===== src/rtl/pc_sequencer.sv =====
// pc_sequencer: program counter / fetch sequencer with a run/halt state machine.
//
// Ports:
//   Clk        clock; all state changes on the rising edge
//   Reset      synchronous reset, active-high; beats every other input
//   Start      level-sampled run request (IDLE -> RUN, DONE -> RUN)
//   Halt       halt instruction decoded at the current ProgCtr
//   Stall      fetch/memory not ready; hold the PC
//   BranchEn   current instruction is a conditional relative branch
//   BranchCond branch condition flag from the ALU
//   Target     signed two's-complement PC-relative offset
//   ProgCtr    registered instruction address
//   Running    high while in RUN
//   Done       high in DONE (and FAULT)
//   CycleCnt   saturating count of RUN cycles, stalls and halt included
//   Fault      wrap fault flag
//
// Optional feature: define PC_WRAP_FAULT_EN to turn a PC wrap in RUN into a sticky
// FAULT state. Without it wraps are silent modulo 2^D and Fault is constant 0.

module pc_sequencer #(
  parameter int unsigned D          = 12,
  parameter int unsigned START_ADDR = 0,
  parameter int unsigned CNT_W      = 16
) (
  input  logic             Clk,
  input  logic             Reset,
  input  logic             Start,
  input  logic             Halt,
  input  logic             Stall,
  input  logic             BranchEn,
  input  logic             BranchCond,
  input  logic [D-1:0]     Target,
  output logic [D-1:0]     ProgCtr,
  output logic             Running,
  output logic             Done,
  output logic [CNT_W-1:0] CycleCnt,
  output logic             Fault
);

  localparam logic [D-1:0] StartPc = D'(START_ADDR);

  // Bit D of the sum is the wrap indicator; it only matters when wrap faults are
  // enabled, so the default build keeps a plain modulo-2^D adder.
`ifdef PC_WRAP_FAULT_EN
  localparam int unsigned SumW = D + 1;
`else
  localparam int unsigned SumW = D;
`endif

  typedef enum logic [1:0] {StIdle, StRun, StDone, StFault} state_e;

  state_e           state_q, state_d;
  logic [D-1:0]     pc_q, pc_d;
  logic [CNT_W-1:0] cnt_q, cnt_d;

  logic             taken;
  logic [SumW-1:0]  pc_ext, off_ext, step_sum;
  logic [CNT_W-1:0] cnt_inc;

  // Next-PC adder: offset is sign-extended, increment is zero-extended.
  always_comb begin
    taken    = BranchEn & BranchCond;
    pc_ext   = SumW'(pc_q);
    off_ext  = taken ? SumW'($signed(Target)) : SumW'(1);
    step_sum = pc_ext + off_ext;
    cnt_inc  = (cnt_q == '1) ? cnt_q : cnt_q + CNT_W'(1);
  end

  // State register and datapath registers
  always_ff @(posedge Clk) begin
    if (Reset) begin
      state_q <= StIdle;
      pc_q    <= StartPc;
      cnt_q   <= '0;
    end else begin
      state_q <= state_d;
      pc_q    <= pc_d;
      cnt_q   <= cnt_d;
    end
  end

  // Next-state logic
  always_comb begin
    state_d = state_q;
    pc_d    = pc_q;
    cnt_d   = cnt_q;
    unique case (state_q)
      StIdle: begin
        if (Start) begin
          state_d = StRun;
          cnt_d   = '0;
        end
      end
      StRun: begin
        cnt_d = cnt_inc;
        if (Halt) begin
          state_d = StDone;
        end else if (!Stall) begin
`ifdef PC_WRAP_FAULT_EN
          if (step_sum[D]) begin
            state_d = StFault;
          end else begin
            pc_d = step_sum[D-1:0];
          end
`else
          pc_d = step_sum[D-1:0];
`endif
        end
      end
      StDone: begin
        if (Start) begin
          state_d = StRun;
          pc_d    = StartPc;
          cnt_d   = '0;
        end
      end
      StFault: begin
        // Sticky until Reset
      end
      default: state_d = StIdle;
    endcase
  end

  // Outputs decoded from state
  always_comb begin
    Running = (state_q == StRun);
    Done    = (state_q == StDone) || (state_q == StFault);
`ifdef PC_WRAP_FAULT_EN
    Fault   = (state_q == StFault);
`else
    Fault   = 1'b0;
`endif
  end

  assign ProgCtr  = pc_q;
  assign CycleCnt = cnt_q;

endmodule


===== config.mk =====
export PLATFORM = sky130hd
export DESIGN_NAME = pc_sequencer
export DESIGN_NICKNAME = d
export VERILOG_FILES = /design/src/rtl/pc_sequencer.sv
export SDC_FILE = /design/constraint.sdc
export NUM_CORES = 1
export LEC_CHECK = 0
export BUFFER_PORTS_ARGS = -buffer_cell sky130_fd_sc_hd__buf_2
export CAP_MARGIN = 10
export CORE_MARGIN = 2
export CORE_UTILIZATION = 45
export DETAILED_ROUTE_END_ITERATION = 16
export GPL_TIMING_DRIVEN = 0
export PLACE_DENSITY = 0.7
export SLEW_MARGIN = 0
export SYNTH_ARGS = -nofsm -noshare
export SYNTH_HDL_FRONTEND = slang
export SYNTH_SLANG_ARGS = --single-unit

===== constraint.sdc =====
create_clock -name Clk -period 7.5 [get_ports Clk]
set_input_delay 1.125 -clock Clk [delete_from_list [all_inputs] [get_ports Clk]]
set_output_delay 1.125 -clock Clk [all_outputs]
set_load 0.01 [all_outputs]

==> run_results.csv, run 1 <==
group,metric,value,unit
status,run_status,"finished, final reports clean",
finish,nNetsFinal,294,
drt,drt_pre_antenna_iters,4,
hold_path,worst_hold_path_type,"reg -> reg",
global_route,antenna_found_initial,0,
power_and_ir_drop,netSwitchingPower,0.0850,mW
sta,layout_setup_ws,4.18,ns
sta,final.min_clock_period,3.32,ns
setup_path,critical_path.slowest_cell,"sky130_fd_sc_hd__fa_1",
power_and_ir_drop,total_leakage_power,1.05,nW
clock_network,cts_tree,"yes",
hold_path,holdPathEnd,"ProgCtr[11]",
setup_path,start_kind,"input port",
hold_path,hold_path_startpoint,"ProgCtr[11]",
clock_network,post_cts_hold_buffer_count,0,
sta,timing_hold_violations_final,0,
hold_path,worstHoldPathCells,2,
global_route,wire_length_of_the_first_global_routing_pass,6.36,mm
drt,dr_total_vias,1654,
setup_path,r2r_end,"ProgCtr[10]",
clock_network,htree_num_levels,2,
sta,fmaxAchievable,301,MHz
floorplanning,design.portCount,50,
yosys,synth-async-reset-ratio,0,%
finish,layout.filler_cells,400,
sta,setup_tns,0,ns
finish,ratio_of_cells_with_drive_above_1_in_the_final_layout,28.2,%
global_route,globalRouteTotalUtil,18.2,%
global_route,grt_max_degree,11,
clock_network,cts.sinks,30,
power_and_ir_drop,p_sw_share,26.2,%
setup_path,reg2reg_slack,5.27,ns
yosys,ys_seq_area_share,32.6,%
clock_network,worst_skew_pair_later_pin_latency,0.28,ns
yosys,yosys.cell_types.count,49,
drt,ant_nets,0,
clock_network,clockRootBuffer,"sky130_fd_sc_hd__clkbuf_8",
drt,post_drt_wl_per_cell,13.0,microns
place,numPortBuffers,48,
clock_network,ctsResizeCount,0,
yosys,synth_ff_type,"sky130_fd_sc_hd__dfxtp_1",
yosys,avgSynthCellArea,8.90,sq um
yosys,syn-instance-count,207,
floorplanning,die_extent_in_y,68.0,microns
clock_network,clock_buffer_count_from_cts,5,
global_route,grt_pass1_vias,1454,
finish,mostFrequentLayoutCell,"sky130_fd_sc_hd__buf_2",
drt,routed_wirelength,4.06,mm
setup_path,path_class,"in -> reg",
yosys,syn_nets,239,
setup_path,critical_path_peak_fanout,10,
finish,signed_area_change_from_the_synthesized_netlist_to_the_final_layout,20.7,%
yosys,post_synth_instance_area,1840,sq um
setup_path,timing.critical_path.required,7.68,ns
place,place.gp.congestion,0.824,
sta,final_min_period_over_clock_period,44.2,%
clock_network,post-cts-setup-buffers,0,
drt,vias_cell,5.30,
clock_network,register_clock_pin_slew_on_the_reported_worst_setup_and_hold_paths,0.06,ns
place,minimum_setup_slack_after_placement,3.90,ns
setup_path,ff2ff_path_depth,8,
clock_network,clockBufferDepth,2,
job,maxCapViolations,0,
power_and_ir_drop,power.clock.fraction,37.9,%
floorplanning,design.die.area,4620,sq um
sta,clock_skew,0.00427,ns
setup_path,worstPathCellList,"buf_2 > clkbuf_1 > nand3b_1 > ha_1 > fa_1 > a21o_1 > a21o_1 > a21o_1 > a311oi_2 > xnor2_1 > a22o_1",
sta,worstMarginPinSlew,0.855,ns
setup_path,setup_crit_end_kind,"flop",
sta,report.final.slew_viol_count,0,
power_and_ir_drop,share_comb_of_total_power,11.6,%
yosys,ys_warn_count,0,
sta,unrepaired_setup_endpoints_after_global_routing,"false",
yosys,total_of_flip_flops_plus_latches_after_synthesis,30,
global_route,grt_remaining_overflow,0,
setup_path,crit-reg2reg-launch,"ProgCtr[0]",
power_and_ir_drop,vdd_drop_max,0.0000620,V
floorplanning,initial_cell_density_of_the_core,46.4,%
finish,num_antenna_cells,0,
floorplanning,die_w,68.0,microns
sta,final-setup-viol-count,0,
sta,max_slew_margin,42.6,%
setup_path,crit_arrival,3.49,ns
finish,layout_common_cells,"sky130_fd_sc_hd__buf_2 (49), sky130_fd_sc_hd__dfxtp_1 (30), sky130_fd_sc_hd__nor2_1 (18), sky130_fd_sc_hd__a21oi_1 (15), sky130_fd_sc_hd__and3_1 (13)",
floorplanning,floorplan.core_area,3970,sq um
power_and_ir_drop,powerDensity,146,nW/um^2
power_and_ir_drop,cell_internal_pwr,0.240,mW
setup_path,timing.critical_path.mode_cell,"sky130_fd_sc_hd__a21o_1",
floorplanning,fp-row-count,23,
drt,drtIter0Drc,57,
setup_path,cp_slowest_stage_delay,0.41,ns
power_and_ir_drop,share_seq_of_total_power,50.5,%
drt,drc,0,
yosys,synth-edff-count,0,
place,detailed_place_hpwl,3.08,mm
-- cells by family (layout without fill, tap and decap cells) --
logic type               Yosys count  count (layout)  share of synthesized area, %
flip-flops                        30              30                          32.6
buffers and inverters             13              68                          3.46
other                              1               1                         0.203
XOR/XNOR                          22              22                          10.5
AO/OA/AOI/OAI                     44              44                          17.2
adder cells (fa/ha/maj)           13              13                          9.23
AND/OR/NAND/NOR                   84              84                          26.9
-- routing by layer --
layer  global-route usage (%)  routed length, microns  vias to the layer above
li1                         -                       -                      859
met1                     24.1                    2040                      761
met2                     28.3                    1810                       28
met3                     4.93                     145                        6
met4                     6.50                      53                        0
met5                        0                       0                        -
-- flip-flops by register name, summed over array words and instances, names as in the netlist --
signal and count:
state_q 2, CycleCnt 16, ProgCtr 12
-- metrics by stage --
step / instances / hold WS (ns) / cell area [sq um] / power (mW) / utilization (%)
final: 312 / 0.491 / 2220 / 0.325 / 56.0
after global routing: 312 / 0.524 / 2220 / 0.342 / 56.0
after CTS: 312 / 0.488 / 2220 / 0.330 / 56.0
after detailed placement: 305 / 0.479 / 2150 / 0.205 / 54.0
after global placement: 305 / 0.470 / 2150 / 0.204 / 54.0
after floorplan: 207 / 0.475 / 1840 / 0.192 / -
-- power groups by stage --
stage	Sequential (mW)	Clock, mW	Combinational [mW]
after floorplan	0.168	0	0.0243
after global placement	0.167	0	0.0370
after detailed placement	0.167	0	0.0376
after CTS	0.164	0.128	0.0379
after global routing	0.164	0.136	0.0419
final	0.164	0.123	0.0378
-- area by class of cell --
type | instances | area [sq um] | share of cell area, %
Clock buffer | 5 | 68.8 | 3.09
Buffer | 9 | 46.3 | 2.08
Sequential cell | 30 | 601 | 27.0
Tap cell | 50 | 62.6 | 2.81
Clock inverter | 2 | 10.0 | 0.450
Multi-Input combinational cell | 164 | 1180 | 53.0
Inverter | 4 | 17.5 | 0.787
Timing Repair Buffer | 48 | 240 | 10.8
-- critical path, delay by kind of cell --
kind	cells	cell delay, ns
adder cells (fa/ha/maj)	2	0.63
XOR/XNOR	1	0.09
AND/OR/NAND/NOR	1	0.13
AO/OA/AOI/OAI	5	1.09
buffers and inverters	2	0.43
-- cell usage after synthesis, drive strengths merged (4+ instances only) --
| library cell | instances | area share (%) |
|---|---|---|
| a22oi | 4 | 1.6 |
| nand3 | 13 | 4.3 |
| nor2 | 18 | 3.7 |
| dfxtp | 30 | 33 |
| xnor2 | 10 | 4.8 |
| clkbuf | 6 | 1.2 |
| and3 | 13 | 4.4 |
| nand4 | 4 | 1.4 |
| inv | 4 | 0.95 |
| ha | 12 | 8.1 |
| nand2b | 5 | 1.8 |
| o21ai | 5 | 1.4 |
| xor2 | 12 | 5.7 |
| nor3 | 4 | 1.9 |
| nand2 | 9 | 1.8 |
| a22o | 6 | 2.9 |
| a21o | 4 | 1.6 |
| a21oi | 16 | 4.5 |
-- worst max-delay path by stage --
stage | slack (ns) | startpoint | depth (start not counted) | to
final | 4.18 | BranchEn | 11 | ProgCtr[10]
after global routing | 4.04 | BranchEn | 11 | ProgCtr[10]
after CTS | 4.20 | BranchEn | 11 | ProgCtr[10]
after detailed placement | 3.90 | BranchEn | 11 | ProgCtr[10]
after global placement | 3.92 | BranchEn | 11 | ProgCtr[10]
after floorplan | 4.29 | BranchEn | 10 | ProgCtr[10]
Power figures use the tool's default switching activity.
==> run 2, diff against run 1 <==
--- a/config.mk
+++ b/config.mk
@@ -11,7 +11,7 @@
 export CORE_UTILIZATION = 45
 export DETAILED_ROUTE_END_ITERATION = 16
 export GPL_TIMING_DRIVEN = 0
-export PLACE_DENSITY = 0.7
+export PLACE_DENSITY = 0.73
 export SLEW_MARGIN = 0
 export SYNTH_ARGS = -nofsm -noshare
 export SYNTH_HDL_FRONTEND = slang
==> constraint.sdc (replaced) <==
create_clock -name Clk -period 3 [get_ports Clk]
set_input_delay 0.45 -clock Clk [delete_from_list [all_inputs] [get_ports Clk]]
set_output_delay 0.45 -clock Clk [all_outputs]
set_load 0.01 [all_outputs]
==> run_results.csv, run 2 (synthesis results as in run 1) <==
group,metric,value,unit
setup_path,timing.critical_path.required,3.17,ns
finish,regArea,601,sq um
clock_network,register_clock_pin_slew_on_the_reported_worst_setup_and_hold_paths,0.06,ns
power_and_ir_drop,vdd_drop_max,0.000243,V
setup_path,timing.critical_path.mode_cell,"sky130_fd_sc_hd__a21o_1",
floorplanning,die_w,68.0,microns
setup_path,critical_path_peak_fanout,10,
finish,nNetsFinal,294,
finish,final-instance-count-excl-fill,312,
setup_path,path_class,"in -> reg",
job,maxCapViolations,0,
drt,drt_pre_antenna_iters,4,
sta,worstMarginPinSlew,0.822,ns
drt,vias_cell,5.20,
clock_network,post-cts-setup-buffers,0,
clock_network,clock_buffer_count_from_cts,5,
global_route,grt_pass1_vias,1407,
finish,layout_common_cells,"sky130_fd_sc_hd__buf_2 (49), sky130_fd_sc_hd__dfxtp_1 (30), sky130_fd_sc_hd__nor2_1 (18), sky130_fd_sc_hd__a21oi_1 (15), sky130_fd_sc_hd__and3_1 (13)",
finish,signed_area_change_from_the_synthesized_netlist_to_the_final_layout,20.7,%
setup_path,worstPathBufferInverterCount,2,
sta,max_slew_margin,44.7,%
power_and_ir_drop,powerDensity,363,nW/um^2
global_route,wire_length_of_the_first_global_routing_pass,6.27,mm
finish,mostFrequentLayoutCell,"sky130_fd_sc_hd__buf_2",
floorplanning,design.portCount,50,
sta,setup_tns,0,ns
global_route,antenna_found_initial,0,
sta,fmaxAchievable,378,MHz
finish,num_antenna_cells,0,
drt,dr_total_vias,1621,
sta,final_min_period_over_clock_period,88.1,%
sta,unrepaired_setup_endpoints_after_global_routing,"false",
setup_path,worstPathCellList,"buf_2 > clkbuf_1 > nand3b_1 > ha_1 > fa_1 > a21o_1 > a21o_1 > a21o_1 > a311oi_2 > xnor2_1 > a22o_1",
hold_path,worst_hold_path_type,"in -> reg",
floorplanning,design.die.area,4620,sq um
drt,ant_nets,0,
sta,report.final.slew_viol_count,0,
setup_path,cp_slowest_stage_delay,0.41,ns
setup_path,crit_arrival,2.82,ns
clock_network,cts_tree,"yes",
sta,final.min_clock_period,2.64,ns
clock_network,post_cts_hold_buffer_count,0,
clock_network,cts.sinks,30,
status,run_status,"finished, final reports clean",
drt,post_drt_wl_per_cell,12.3,microns
clock_network,ctsResizeCount,0,
sta,clock_skew,0.00266,ns
finish,ratio_of_cells_with_drive_above_1_in_the_final_layout,28.2,%
floorplanning,die_extent_in_y,68.0,microns
floorplanning,initial_cell_density_of_the_core,46.4,%
global_route,grt_max_degree,11,
drt,routed_wirelength,3.85,mm
floorplanning,floorplan.core_area,3970,sq um
floorplanning,fp-row-count,23,
clock_network,clockBufferDepth,2,
sta,final-setup-viol-count,0,
clock_network,htree_num_levels,2,
global_route,grt_remaining_overflow,0,
sta,timing_hold_violations_final,0,
drt,drc,0,
place,numPortBuffers,48,
setup_path,critical_path.slowest_cell,"sky130_fd_sc_hd__fa_1",
setup_path,start_kind,"input port",
setup_path,setup_crit_end_kind,"flop",
place,place.gp.congestion,0.893,
global_route,globalRouteTotalUtil,18.0,%
finish,layout.filler_cells,398,
place,detailed_place_hpwl,2.92,mm
clock_network,worst_skew_pair_later_pin_latency,0.28,ns
clock_network,clockRootBuffer,"sky130_fd_sc_hd__clkbuf_8",
place,placed_cells_incl_taps,305,
finish,max_ffs_per_register,16,
power_and_ir_drop,total_leakage_power,1.05,nW
drt,drtIter0Drc,47,
finish,multi_input_area,1180,sq um
setup_path,critical-path-top-delay-family,"compound AO/OA/AOI/OAI gates",
==> run 2: worst paths after layout <==
path | startpoint | endpoint | slack (ns) | cells after the start
worst max-delay path | BranchEn | ProgCtr[10] | 0.36 | 11
worst min-delay path | Halt | state_q[0] | 0.42 | 2
worst max register to register | ProgCtr[0] | ProgCtr[10] | 0.75 | 8
worst min register to register | ProgCtr[11] | ProgCtr[11] | 0.48 | 2
==> run 2: through the flow <==
stage	hold WS (ns)	util [%]	power (mW)	cell area, sq um	worst slack, ns
after floorplan	0.475	-	0.480	1840	0.464
after global placement	0.472	54.0	0.511	2150	0.100
after detailed placement	0.475	54.0	0.512	2150	0.0802
after CTS	0.405	56.0	0.822	2220	0.370
after global routing	0.406	56.0	0.851	2220	0.236
final	0.416	56.0	0.807	2220	0.357
==> run 2: per-layer routing <==
metal | up-vias | global-route usage, % | wire, microns
met2 | 28 | 27.4 | 1720
met5 | - | 0 | 0
met3 | 5 | 5.10 | 150
li1 | 853 | - | -
met1 | 735 | 24.0 | 1920
met4 | 0 | 6.75 | 52
==> run 2: where the power goes <==
group          switching [mW]  internal [mW]
Clock                   0.149          0.155
Combinational          0.0523         0.0409
Sequential            0.00643          0.403
Total                   0.207          0.599
==> run 2: layout make-up <==
cell class,count,area share [%]
plain buffers,9,2.08
clock buffers,5,3.09
clock inverters,2,0.450
inverters,4,0.787
multi-input cells,164,53.0
flip-flops and latches,30,27.0
well taps,50,2.81
repair buffers,48,10.8
